`src/rtl/mcu_core_pkg.sv`:
```
// mcu_core_pkg: FSM state encoding and opcode map shared by the core and its ALU
package mcu_core_pkg;
    typedef enum logic [2:0] {IF = 3'd0, FD = 3'd1, EX = 3'd2, RWB = 3'd3, HALT = 3'd4} state_t;
    localparam logic [3:0] OP_NOP  = 4'h0;
    localparam logic [3:0] OP_ADD  = 4'h1;
    localparam logic [3:0] OP_LDI  = 4'h2;
    localparam logic [3:0] OP_SUB  = 4'h3;
    localparam logic [3:0] OP_ADI  = 4'h4;
    localparam logic [3:0] OP_MUL  = 4'h5;
    localparam logic [3:0] OP_DIV  = 4'h6;
    localparam logic [3:0] OP_DEC  = 4'h7;
    localparam logic [3:0] OP_INC  = 4'h8;
    localparam logic [3:0] OP_NOR  = 4'h9;
    localparam logic [3:0] OP_NAND = 4'hA;
    localparam logic [3:0] OP_XOR  = 4'hB;
    localparam logic [3:0] OP_COMP = 4'hC;
    localparam logic [3:0] OP_CMPJ = 4'hD;
    localparam logic [3:0] OP_JMP  = 4'hE;
    localparam logic [3:0] OP_HLT  = 4'hF;
endpackage

```
`src/rtl/mcu_alu.sv`:
```
// mcu_alu: combinational ALU with carry/overflow flags; MCU_CORE_MULDIV_EN adds MUL and DIV
module mcu_alu
    import mcu_core_pkg::*;
#(
    parameter int DW = 8
) (
    input  logic [3:0]    op,
    input  logic [DW-1:0] a,
    input  logic [DW-1:0] b,
    input  logic [3:0]    ra,
    input  logic [3:0]    rb,
    output logic [DW-1:0] result,
    output logic          cout,
    output logic          of
);
    logic [DW-1:0] imm;
    assign imm = DW'(rb);
    always_comb begin
        result = '0;
        cout   = 1'b0;
        of     = 1'b0;
        case (op)
            OP_ADD: begin
                {cout, result} = {1'b0, a} + {1'b0, b};
                of = (a[DW-1] == b[DW-1]) && (result[DW-1] != a[DW-1]);
            end
            OP_LDI: result = DW'({ra, rb});
            OP_SUB: begin
                result = a - b;
                cout   = a >= b;
                of     = (a[DW-1] != b[DW-1]) && (result[DW-1] != a[DW-1]);
            end
            OP_ADI: begin
                {cout, result} = {1'b0, a} + {1'b0, imm};
                of = (a[DW-1] == imm[DW-1]) && (result[DW-1] != a[DW-1]);
            end
`ifdef MCU_CORE_MULDIV_EN
            OP_MUL: result = a * b;
            OP_DIV: result = (b == '0) ? '1 : a / b;
`endif
            OP_DEC: begin
                result = b - DW'(1);
                cout   = |b;
                of     = b[DW-1] & ~result[DW-1];
            end
            OP_INC: begin
                {cout, result} = {1'b0, b} + (DW+1)'(1);
                of = ~b[DW-1] & result[DW-1];
            end
            OP_NOR:  result = ~(a | b);
            OP_NAND: result = ~(a & b);
            OP_XOR:  result = a ^ b;
            OP_COMP: result = ~b;
            default: ;
        endcase
    end
endmodule

```
`src/rtl/mcu_core_p.sv`:
```
// mcu_core_p: four-cycle multicycle core (IF/FD/EX/RWB) with 16-entry register file
// and HALT; MCU_CORE_MULDIV_EN enables the MUL/DIV opcodes in mcu_alu.
module mcu_core_p
    import mcu_core_pkg::*;
#(
    parameter int DW = 8,
    parameter int PW = 8
) (
    input  logic          clk,
    input  logic          reset,
    input  logic          run,
    output logic [PW-1:0] imem_addr,
    input  logic [15:0]   imem_data,
    output logic [PW-1:0] pc,
    output logic [2:0]    state,
    output logic [3:0]    opcode,
    output logic [DW-1:0] alu_out,
    output logic [DW-1:0] w_reg,
    output logic          cout,
    output logic          of,
    output logic          halted
);
    state_t        st, nxt;
    logic [15:0]   ir;
    logic [DW-1:0] a, b;
    logic [DW-1:0] rf [16];
    logic [3:0]    ra, rb, rd;
    logic          alu_c, alu_o, rf_we;
    logic [PW-1:0] pc_nxt;

    assign opcode = ir[15:12];
    assign ra     = ir[11:8];
    assign rb     = ir[7:4];
    assign rd     = ir[3:0];

    mcu_alu #(.DW(DW)) u_alu (
        .op(opcode), .a(a), .b(b), .ra(ra), .rb(rb),
        .result(alu_out), .cout(alu_c), .of(alu_o)
    );

    always_ff @(posedge clk) begin
        if (reset) st <= IF;
        else       st <= nxt;
    end

    always_comb begin
        nxt = (st == IF)  ? (run ? FD : IF) :
              (st == FD)  ? EX :
              (st == EX)  ? RWB :
              (st == RWB) ? ((opcode == OP_HLT) ? HALT : IF) : HALT;
    end

    always_comb begin
        state     = st;
        halted    = (st == HALT);
        imem_addr = pc;
    end

    // Only opcodes 1..C write back; control-flow opcodes and NOP leave the RF alone.
    assign rf_we  = (opcode != OP_NOP) && (opcode < OP_CMPJ);
    assign pc_nxt = (opcode == OP_CMPJ) ? ((a >= b) ? pc + PW'(rd) : pc + PW'(1)) :
                    (opcode == OP_JMP)  ? PW'({ra, rb}) :
                    (opcode == OP_HLT)  ? pc : pc + PW'(1);

    always_ff @(posedge clk) begin
        if (reset) begin
            pc    <= '0;
            ir    <= '0;
            a     <= '0;
            b     <= '0;
            w_reg <= '0;
            cout  <= 1'b0;
            of    <= 1'b0;
            for (int i = 0; i < 16; i++) rf[i] <= '0;
        end else begin
            case (st)
                IF: if (run) ir <= imem_data;
                FD: begin
                    a <= rf[ra];
                    b <= rf[rb];
                end
                EX: begin
                    w_reg <= alu_out;
                    cout  <= alu_c;
                    of    <= alu_o;
                end
                RWB: begin
                    if (rf_we) rf[rd] <= w_reg;
                    pc <= pc_nxt;
                end
                default: ;
            endcase
        end
    end
endmodule

```
`config.mk`:
```
export PLATFORM = sky130hd
export DESIGN_NAME = mcu_core_p
export DESIGN_NICKNAME = d
export VERILOG_FILES = /design/src/rtl/mcu_core_pkg.sv /design/src/rtl/mcu_alu.sv /design/src/rtl/mcu_core_p.sv
export SDC_FILE = /design/constraint.sdc
export NUM_CORES = 1
export LEC_CHECK = 0
export CAP_MARGIN = 30
export CORE_MARGIN = 5
export CORE_UTILIZATION = 35
export CTS_CLUSTER_SIZE = 16
export DETAILED_ROUTE_END_ITERATION = 6
export GPL_ROUTABILITY_DRIVEN = 0
export GPL_TIMING_DRIVEN = 0
export SLEW_MARGIN = 5
export SYNTH_ARGS = -nofsm -noshare
export SYNTH_HDL_FRONTEND = slang
export SYNTH_HIERARCHICAL = 1
export SYNTH_SLANG_ARGS = --single-unit
```
`constraint.sdc`:
```
create_clock -name clk -period 3.2 [get_ports clk]
set_input_delay 0.64 -clock clk [delete_from_list [all_inputs] [get_ports clk]]
set_output_delay 0.64 -clock clk [all_outputs]
set_load 0.02 [all_outputs]
```
==> results of run 1 <==
-- where the power goes --
group	switching [W]	leakage, nW	internal, W
Sequential	0.000116	1.76	0.00260
Clock	0.000919	0.298	0.00116
Combinational	0.000927	2.96	0.000739
-- routing by layer --
| metal | vias up | track usage | part of all wire |
|---|---|---|---|
| met2 | 398 | 0.313 | 0.48 |
| met5 | - | 0 | 0 |
| li1 | 4143 | - | - |
| met3 | 58 | 0.0282 | 0.069 |
| met1 | 4519 | 0.266 | 0.43 |
| met4 | 0 | 0.0557 | 0.026 |
-- final cells by class --
type	instances	area (um^2)	share of cell area
Clock inverter	12	95.1	0.00679
Buffer	77	450	0.0321
Tap cell	442	553	0.0395
Clock buffer	20	479	0.0342
Multi-Input combinational cell	748	6410	0.457
Timing Repair Buffer	93	853	0.0609
Inverter	58	220	0.0157
Sequential cell	181	4950	0.353
-- worst max path at each step --
stage          startpoint         end  slack [ns]  depth (start not counted)
4_1_cts              b[0]  alu_out[7]       -0.24                         10
5_1_grt              a[1]  alu_out[7]       -0.27                          8
3_5_place_dp         a[1]  alu_out[7]       -0.72                          8
2_1_floorplan        a[1]  alu_out[7]        0.32                          8
3_3_place_gp        reset    rf[1][2]       -0.73                          5
6_report             b[0]  alu_out[7]       -0.18                         10
-- worst reg2reg max path, cell delays in order (launching register included) --
cell and delay, ns:
dfxtp_2 0.41, nor2_2 0.20, nor2_1 0.10, a2111oi_4 0.47, nor2b_1 0.23, nand2b_1 0.27
o21ai_1 0.80
-- logic make-up after synthesis --
logic type / Yosys count
buffers and inverters: 137
AOI/OAI and AO/OA: 186
and+or+nand+nor: 397
adders and majority gates: 51
xor gates and xnor gates: 20
DFF: 181
muxes: 94
-- cell usage after synthesis (20+ instances only) --
cell,n,area [um^2]
a21oi_1,55,275
and2_1,130,813
buf_2,22,110
clkbuf_1,33,124
dfxtp_1,53,1060
edfxtp_1,128,3840
ha_1,47,588
inv_1,58,218
mux4_2,80,1800
nand2_1,115,432
nand3_1,20,100
nor2_1,43,161
nor3_1,20,100
o21ai_0,51,255
-- through the flow --
step,cells,worst slack [ns],hold WS (ns)
floorplan,1066,0.323,0.465
global placement,1568,-0.726,0.447
detailed placement,1580,-0.717,0.458
CTS,1629,-0.241,0.468
global route,1631,-0.271,0.501
finish,1631,-0.184,0.461
-- timing repair --
item / in CTS / in global routing
setup endpoints to repair: 32 / 48
resized for setup: 114 / 23
pin swaps: 12 / 15
cloned: 0 / 1
buffers inserted: 18 / 2
==> results.tsv, run 1 <==
metric	value	unit
wirelength	35.6	mm
slew_viol_final	0	
max_flop_register	rf	
final_common_cell	and2_1	
synthMuxAreaShare	0.167	
core_area	32700	um^2
grt_use_total	0.192	
clock_sinks	181	
crit_family	simple AND/OR/NAND/NOR gates	
critPathKind	register to output pin	
drc	0	
status	finished, violations left	
regToRegStartpoint	ir[12]	
failed_checks	setup timing	
min_path_type	register to register	
wl_per_cell	21.8	um
grt_overflow	0	
area_growth	20.0	%
skew	0.0109	ns
postSynthCellCount	1066	
syn_avg_cell_area	11.0	um^2
fin_setup_tns	-0.263	ns
pwr_density_cell	462	nW/um^2
cts_tree	done	
nets	1246	
setup_violations	3	
cts-buffers-inserted	17	
final_cell_mix	129 x and2_1, 128 x edfxtp_1, 115 x nand2_1	
dp_hpwl	26.6	mm
hold_buffers	0	
cp_slowest_cell	or3b_2	
cap_violations	0	
rrSetupSlack	0.35	ns
htreeDepth	4	
reg_top3	rf x128, ir x16	
synthDistinctLibCells	76	
drtIter0Drc	1044	
slew_headroom	0.327	
grt_pass1_vias	8885	
synth-async-reset-ratio	0	
synth_area	11700	um^2
crit_path_max_incr_delay	0.45	ns
vdd_ir_drop_max	355	uV
n_antenna_cell	0	
placed_area	12900	um^2
synth-main-ff-cell	edfxtp_1	
initial_core_util	0.357	
fp-row-count	66	
synth_top_family_by_area	simple AND/OR/NAND/NOR gates	
synth_compound_area_frac	0.106	
fin_ws	-0.184	ns
fin_area	14000	um^2
max_freq	295	MHz
yosys.area_share.simple	0.182	
vias	9118	
grt_pass1_wl	53.6	mm
crit_chain	and2_4 -> nand4_1 -> nor3_2 -> ha_1 -> or3b_2 -> a21oi_2 -> a21oi_1 -> o21bai_1 -> or3_4 -> buf_4	
yosys.area_share.adder	0.0572	
antenna_found_initial	0	
hold-path-cell-count	2	
grt_start_max_net_pins	17	
io_buffers	60	
synth.yosys.seq_area_share	0.420	
leakage	5.02	nW
crit_required	2.56	ns
timing_worst_slew_pin_value	1.00	ns
ys_warn_count	6	
die-area	37100	um^2
cp-end-kind	output pin	
reg2regPathDepth	6	
synth.net_count	1136	
synth_edf_count	128	
total_power	0.00647	W
arrival	2.74	ns
period_share	1.06	
fin_crit	3.38	ns
pin_count	61	
clockBufferDepth	2	
path_buf_inv	1	
start_kind	register	
final_core_utilization	0.429	
finalHoldViolations	0	
ant_nets	0	
die_w	193	um
die_h	193	um
largest_reg_flops	128	
hp-start	of	
ys_ff_latch	181	
worstPathMaxFanout	8	
clock_latency	0.44	ns
reg2reg_to	rf[1][5]	
path_clk_slew	0.07	ns
first_pass_iters	7	
viasPerCell	5.59	
drive_gt1_frac	0.227	
synth_xor_area_frac	0.0150	
cts_root_buffer	clkbuf_16	
nFillCells	3140	
rsz0062_at_grt	true	
holdPathEnd	of	
Power figures use the tool's default switching activity.
==> inputs of run 2 (changes only) <==
--- a/config.mk
+++ b/config.mk
@@ -12,6 +12,8 @@
 export DETAILED_ROUTE_END_ITERATION = 6
 export GPL_ROUTABILITY_DRIVEN = 0
 export GPL_TIMING_DRIVEN = 0
+export PLACE_DENSITY_LB_ADDON = 0.08
+export RECOVER_POWER = 100
 export SLEW_MARGIN = 5
 export SYNTH_ARGS = -nofsm -noshare
 export SYNTH_HDL_FRONTEND = slang
==> results.tsv, run 2 (same netlist as run 1, synthesis figures left out) <==
metric	value	unit	change
status	finished, violations left		
failed_checks	setup timing		
grt_use_total	0.217		+0.0251
wirelength	40.0	mm	+12%
cts-buffers-inserted	17		unchanged
dp_hpwl	29.1	mm	+9.4%
die-area	37100	um^2	unchanged
final_cell_mix	128 x edfxtp_1, 113 x nand2_1, 80 x mux4_2		
slew_headroom	0.351		+0.0239
vias	9169		+0.56%
clock_sinks	181		unchanged
hold_buffers	0		unchanged
first_pass_iters	6		-1
grt_start_max_net_pins	18		+1
timing_worst_slew_pin_value	0.966	ns	-0.0355 ns
dp.cells	1585		+0.32%
fin_ws	-0.142	ns	+0.0416 ns
viasPerCell	5.52		-1.3%
seq_area	4970	um^2	+0.28%
initial_core_util	0.357		unchanged
largest_reg_flops	128		unchanged
area_growth	23.4	%	
htreeDepth	4		unchanged
cts_root_buffer	clkbuf_16		
grt_pass1_wl	59.1	mm	+10%
min_path_type	register to register		
setup_violations	2		-1
final_core_utilization	0.441		+0.0120
cap_violations	0		unchanged
nets	1277		+2.5%
final_common_cell	edfxtp_1		
clockBufferDepth	2		unchanged
holdPathEnd	cout		
multi_input_area	6570	um^2	+2.4%
drive_gt1_frac	0.262		+0.0352
dpl_worst_slack	-0.792	ns	-0.0750 ns
cp-end-kind	output pin		
layoutNonFillerInstCount	1662		+1.9%
skew	0.0150	ns	+0.00413 ns
die_h	193	um	unchanged
pin_count	61		unchanged
critPathKind	register to output pin		
grt_pass1_vias	9042		+1.8%
reg_top3	rf x128, ir x16		
rsz0062_at_grt	true		
path_clk_slew	0.08	ns	about the same
arrival	2.70	ns	-0.04 ns
clock_latency	0.45	ns	about the same
period_share	1.04		-0.0130
start_kind	register		
n_antenna_cell	0		unchanged
finalHoldViolations	0		unchanged
cts_tree	done		
reg2regPathDepth	10		+4
fin_crit	3.34	ns	-0.0416 ns
max_flop_register	rf		
crit_required	2.56	ns	about the same
die_w	193	um	unchanged
total_power	0.00666	W	+2.9%
grt_overflow	0		unchanged
hp-start	cout		
antenna_found_initial	1		+1
leakage	5.19	nW	+3.3%
hold-path-cell-count	2		unchanged
wl_per_cell	24.0	um	+10%
max_freq	299	MHz	+1.2%
drtIter0Drc	1035		-0.86%
reg2reg_to	imem_addr[7]		
core_area	32700	um^2	unchanged
nFillCells	3167		+0.86%
fin_setup_tns	-0.202	ns	+0.0601 ns
vdd_ir_drop_max	350	uV	-1.5%
regToRegStartpoint	a[0]		
ant_nets	0		unchanged
slew_viol_final	0		unchanged
fp-row-count	66		unchanged
pwr_density_cell	462	nW/um^2	+0.13%
io_buffers	60		unchanged
worstPathMaxFanout	5		-3
rrSetupSlack	0.12	ns	-0.23 ns
drc	0		unchanged
[run 2: changes by cell type in the layout (fill, tap and decap cells not counted), sizes merged, moves of 15 or more]
cell | previous run | this run
clkdlybuf4s50 | 52 | 18
buf | 80 | 96
clkbuf | 56 | 71
dlygate4sd3 | 0 | 34
[run 2: worst max-delay path by stage]
| stage | start | to | slack (ns) |
|---|---|---|---|
| after detailed placement | a[1] | alu_out[7] | -0.79 |
| after floorplan | a[1] | alu_out[7] | 0.32 |
| after CTS | a[1] | alu_out[7] | -0.14 |
| after global placement | reset | rf[15][1] | -0.82 |
| after global routing | a[1] | alu_out[7] | -0.22 |
| final | a[1] | alu_out[7] | -0.14 |
[run 2: cell type report]
class | instances | share of cell area
Timing Repair Buffer | 123 | 0.0729
Clock buffer | 20 | 0.0340
Tap cell | 442 | 0.0384
Inverter | 58 | 0.0157
Clock inverter | 12 | 0.00738
Buffer | 78 | 0.0312
Sequential cell | 181 | 0.345
Multi-Input combinational cell | 748 | 0.456
[run 2: worst max-delay path: stages (launching register included)]
cell,delay (ns)
dfxtp_4,0.41
inv_1,0.11
ha_4,0.29
or2_2,0.32
a221oi_4,0.30
o22ai_2,0.12
mux2i_1,0.15
or3_4,0.41
buf_6,0.14
[run 2: repair_timing]
action / in CTS / in global routing
setup endpoints to repair: 8 / 15
pin swaps: 30 / 19
gates resized for setup: 136 / 50
setup buffers: 30 / 13
[run 2: power breakdown]
group	switching [W]	internal, W
combinational	0.000987	0.000789
clock	0.00102	0.00114
sequential	0.000121	0.00260
[run 2: metrics by stage]
stage          instance area (um^2)  hold WS [ns]
3_5_place_dp                  13000         0.454
4_1_cts                       14100         0.464
3_3_place_gp                  12800         0.444
2_1_floorplan                 11700         0.465
6_report                      14400         0.459
5_1_grt                       14400         0.479
[run 2: metal layers]
| layer | vias to the layer above | routed length [um] | GRT usage |
|---|---|---|---|
| met1 | 4568 | 17900 | 0.305 |
| li1 | 4198 | - | - |
| met5 | - | 0 | 0 |
| met4 | 0 | 1040 | 0.0595 |
| met2 | 336 | 18900 | 0.349 |
| met3 | 67 | 2070 | 0.0346 |
